### src/rtl/comp_stream.sv
// comp_stream: per-word pass/ones'/negate/abs unit with a valid-ready pipeline and completed-word counter
module comp_stream #(
  parameter int WIDTH  = 4,
  parameter int STAGES = 2,
  parameter int CNT_W  = 8
) (
  input  logic             clk,
  input  logic             rst,
  input  logic             in_valid,
  output logic             in_ready,
  input  logic [WIDTH-1:0] in_data,
  input  logic [1:0]       in_mode,
  output logic             out_valid,
  input  logic             out_ready,
  output logic [WIDTH-1:0] out_data,
  output logic             out_ovf,
  output logic [CNT_W-1:0] done_cnt
);
  logic [WIDTH-1:0] neg, res;
  logic min_neg, res_ovf;
  logic [STAGES-1:0] vld, ovf, load;
  logic [STAGES-1:0][WIDTH-1:0] data;
  logic [STAGES:0] src_vld, src_ovf;
  logic [STAGES:0][WIDTH-1:0] src_data;
  assign neg     = ~in_data + WIDTH'(1);
  assign min_neg = in_data == {1'b1, {(WIDTH-1){1'b0}}};
  always_comb begin
    res     = in_mode == 2'b00 ? in_data :
              in_mode == 2'b01 ? ~in_data :
              (in_mode == 2'b10 || in_data[WIDTH-1]) ? neg : in_data;
    res_ovf = in_mode[1] & min_neg;
  end
  assign src_vld  = {vld, in_valid};
  assign src_ovf  = {ovf, res_ovf};
  assign src_data = {data, res};
  // a stage can load if any stage from it to the output is empty, or the output drains
  for (genvar k = 0; k < STAGES; k++) begin : g_load
    assign load[k] = out_ready | ~&vld[STAGES-1:k];
  end
  always_ff @(posedge clk or posedge rst) begin
    if (rst) begin
      vld  <= '0;
      ovf  <= '0;
      data <= '0;
    end else begin
      for (int k = 0; k < STAGES; k++) begin
        if (load[k]) begin
          vld[k] <= src_vld[k];
          if (src_vld[k]) begin
            data[k] <= src_data[k];
            ovf[k]  <= src_ovf[k];
          end
        end
      end
    end
  end
  always_ff @(posedge clk or posedge rst) begin
    if (rst) done_cnt <= '0;
    else if (out_valid && out_ready) done_cnt <= done_cnt + CNT_W'(1);
  end
  assign in_ready  = load[0];
  assign out_valid = vld[STAGES-1];
  assign out_data  = data[STAGES-1];
  assign out_ovf   = ovf[STAGES-1];
endmodule

### config.mk
export PLATFORM = sky130hd
export DESIGN_NAME = comp_stream
export DESIGN_NICKNAME = d
export VERILOG_FILES = /design/src/rtl/comp_stream.sv
export SDC_FILE = /design/constraint.sdc
export NUM_CORES = 1
export LEC_CHECK = 0
export BUFFER_PORTS_ARGS = -buffer_cell sky130_fd_sc_hd__buf_2
export CORE_MARGIN = 8
export CORE_UTILIZATION = 50
export DETAILED_ROUTE_END_ITERATION = 8
export PLACE_DENSITY = 0.76
export SYNTH_ARGS = -nofsm -noshare
export SYNTH_HDL_FRONTEND = slang
export SYNTH_SLANG_ARGS = --single-unit
export TNS_END_PERCENT = 10
### constraint.sdc
create_clock -name clk -period 1.9 [get_ports clk]
set_clock_uncertainty 0.1 [all_clocks]
set_input_delay 0.095 -clock clk [delete_from_list [all_inputs] [get_ports clk]]
set_output_delay 0.095 -clock clk [all_outputs]
set_load 0.05 [all_outputs]
==> flow_summary.yaml <==
yosys:
  yosysWarnings: 0
  synth_seq_cells: 20
  synth_area_per_cell_um2: 11.1
  synth_cell_type_count: 28
  synth.cell_area_um2: 957
  netlist.area_leader.share_pct: 52.3
  syn_nets: 98
  ys_seq_area_share_pct: 52.3
  syn_inst: 86
  synthArstFlopShare_pct: 100
  synthTopCellsByArea: "dfrtp_1, mux2_2, xnor2_1, nand2_1, xor2_1"
  yosysTopAreaCell: "dfrtp_1"
  synth_ff_type: "dfrtp_1"
  synth_edf_count: 0
placed_design:
  dp.cells: 133
  pre_cts_ws_ns: 0.484
  port_buffers: 24
  gp_congestion: 0.781
  hpwlAfterDp_mm: 1.40
outcome:
  status: "complete, no violations"
setup_path:
  start_kind: "flop"
  criticalPathCategory: "flop to flop"
  cp.arrival_ns: 1.50
  worstSetupEndpointType: "flop"
  crit_fanout: 5
  cp.required_ns: 1.98
timing:
  period_share_pct: 74.7
  setup-violations-final: 0
  fin_crit_ns: 1.42
  whs_ns: 0.0120
  hold_viol: 0
  slew_headroom_pct: 51.4
  setup_ws_ns: 0.481
  rsz0062_at_grt: "no"
  setup_tns_ns: 0
  slew_viol_final: 0
  tightest_slew_ns: 0.727
  max_freq_mhz: 705
final_layout:
  diodes: 0
  drive_gt1_share_pct: 33.9
  syn2layout_area_growth_pct: 17.9
  nets: 125
  final_cells: 139
global_routing:
  track_usage_pct: 11.3
  antenna_found_initial: 0
  grt_max_degree: 21
  overflow: 0
  grt_pass1_vias: 735
  grt_first_pass_wirelength_mm: 3.13
route:
  vias: 678
  ant_nets: 0
  drtIter0Drc: 0
  drc_errors: 0
  wirelength_mm: 1.75
  wl_per_cell_um: 12.6
  viasPerCell: 4.88
  drt-pass1-iter-count: 1
floorplanning:
  die-area_mm2: 0.00357
  initial_utilization_pct: 50.9
  fp-row-count: 16
  die_w_um: 59.8
  die_y_um: 59.8
  ios: 25
  core-area_mm2: 0.00188
clock_network:
  cts_buffers: 3
  cts_sinks: 20
  root_buffer: "clkbuf_4"
  tritoncts: "done"
  postCtsSetupRepairBufs: 0
  hold_buffers: 2
  ctsResizeCount: 0
  cts_max_path_buffers: 2
  htreeDepth: 1
  path_clk_slew_ns: 0.11
  worstSkewPairLatency_ns: 0.28
pwr:
  p_leak_nw: 0.558
  finalPower_mw: 1.50
  powerDensity_mw_per_mm2: 1330
  vdd_drop_max_mv: 0.564
run:
  drv_cap: 0
worst_hold_path:
  hp-class: "primary input to flop"
## sequential cells by signal, summed over array words and instances (netlist names)
name / flops
vld: 2
out_data: 4
data: 4
ovf: 2
done_cnt: 8
## placed cells by master, fill, tap and decap left out, drive strengths merged
| master | n |
|---|---|
| buf | 24 |
| dfrtp | 20 |
| nand2 | 11 |
| xnor2 | 7 |
| mux2 | 6 |
| nor2 | 5 |
| inv | 5 |
| xor2 | 4 |
| o21ai | 4 |
| clkbuf | 4 |
| nand2b | 3 |
| nand4 | 2 |
| ha | 2 |
| dlygate4sd3 | 2 |
| or2b | 1 |
| nand3b | 1 |
| nor2b | 1 |
| mux2i | 1 |
| a211oi | 1 |
| a21o | 1 |
| a31oi | 1 |
| nand3 | 1 |
| or4 | 1 |
| nor3 | 1 |
| or3 | 1 |
| a31o | 1 |
| nand4b | 1 |
## cell type report
class	instances	area (um^2)
inverter	5	18.8
sequential	20	502
fill	183	753
tap	27	33.8
timing repair buffer	26	140
multi-input combinational	57	408
clock buffer	4	26.3
## power by group
part / internal, mW / switching (mW) / total [mW]
Combinational: 0.186 / 0.473 / 0.659
Sequential: 0.534 / 0.105 / 0.639
Clock: 0.0814 / 0.119 / 0.201
Total: 0.801 / 0.697 / 1.50
## stage by stage
| stage | cell area [um^2] | utilization, % |
|---|---|---|
| 2_1_floorplan | 958 | - |
| 3_3_place_gp | 1080 | 57.5 |
| 3_5_place_dp | 1080 | 57.5 |
| 4_1_cts | 1130 | 60.0 |
| 5_1_grt | 1130 | 60.0 |
| 6_report | 1130 | 60.0 |
## worst paths after layout
| kind | from | endpoint | slack [ns] | cells after the start |
|---|---|---|---|---|
| worst min register to register | data[1] | data[1] | 0.39 | 1 |
| worst max register to register | vld[1] | ovf[1] | 0.48 | 3 |
| worst min-delay path | in_data[3] | ovf[0] | 0.01 | 3 |
| worst max-delay path | vld[1] | ovf[1] | 0.48 | 3 |
| min in group asynchronous | rst | out_data[0] | 0.36 | 3 |
| max in group asynchronous | rst | vld[1] | 0.84 | 3 |
## synth_stat cells, drive strengths merged, types with 2 or more instances
cell / count
nor2: 5
o21ai: 4
buf: 4
mux2: 6
nand2: 11
dfrtp: 20
xor2: 4
nand2b: 3
ha: 2
inv: 5
xnor2: 7
nand4: 2
## logic make-up (layout without fill, tap and decap cells)
| family | after synthesis | count (layout) | synth area share (%) |
|---|---|---|---|
| compound gates | 8 | 8 | 5.23 |
| xor+xnor | 11 | 11 | 10.8 |
| fa+ha+maj | 2 | 2 | 2.61 |
| buf+inv | 9 | 35 | 5.10 |
| flops | 20 | 20 | 52.3 |
| mux | 7 | 7 | 8.10 |
| simple gates | 29 | 29 | 15.8 |
## per-layer routing
layer,vias to the layer above,track usage (%),part of all wire [%]
met5,-,0,0
met1,322,11.8,43
met3,2,3.66,6.1
met4,0,6.12,2.1
met2,17,19.5,49
li1,337,-,-
## worst max-delay path, cell delays in order, from the launching register on
cell and delay, ns:
dfrtp_2 0.41, or2b_1 0.25, nand2_1 0.19, mux2_2 0.36
Power figures use the tool's default switching activity.
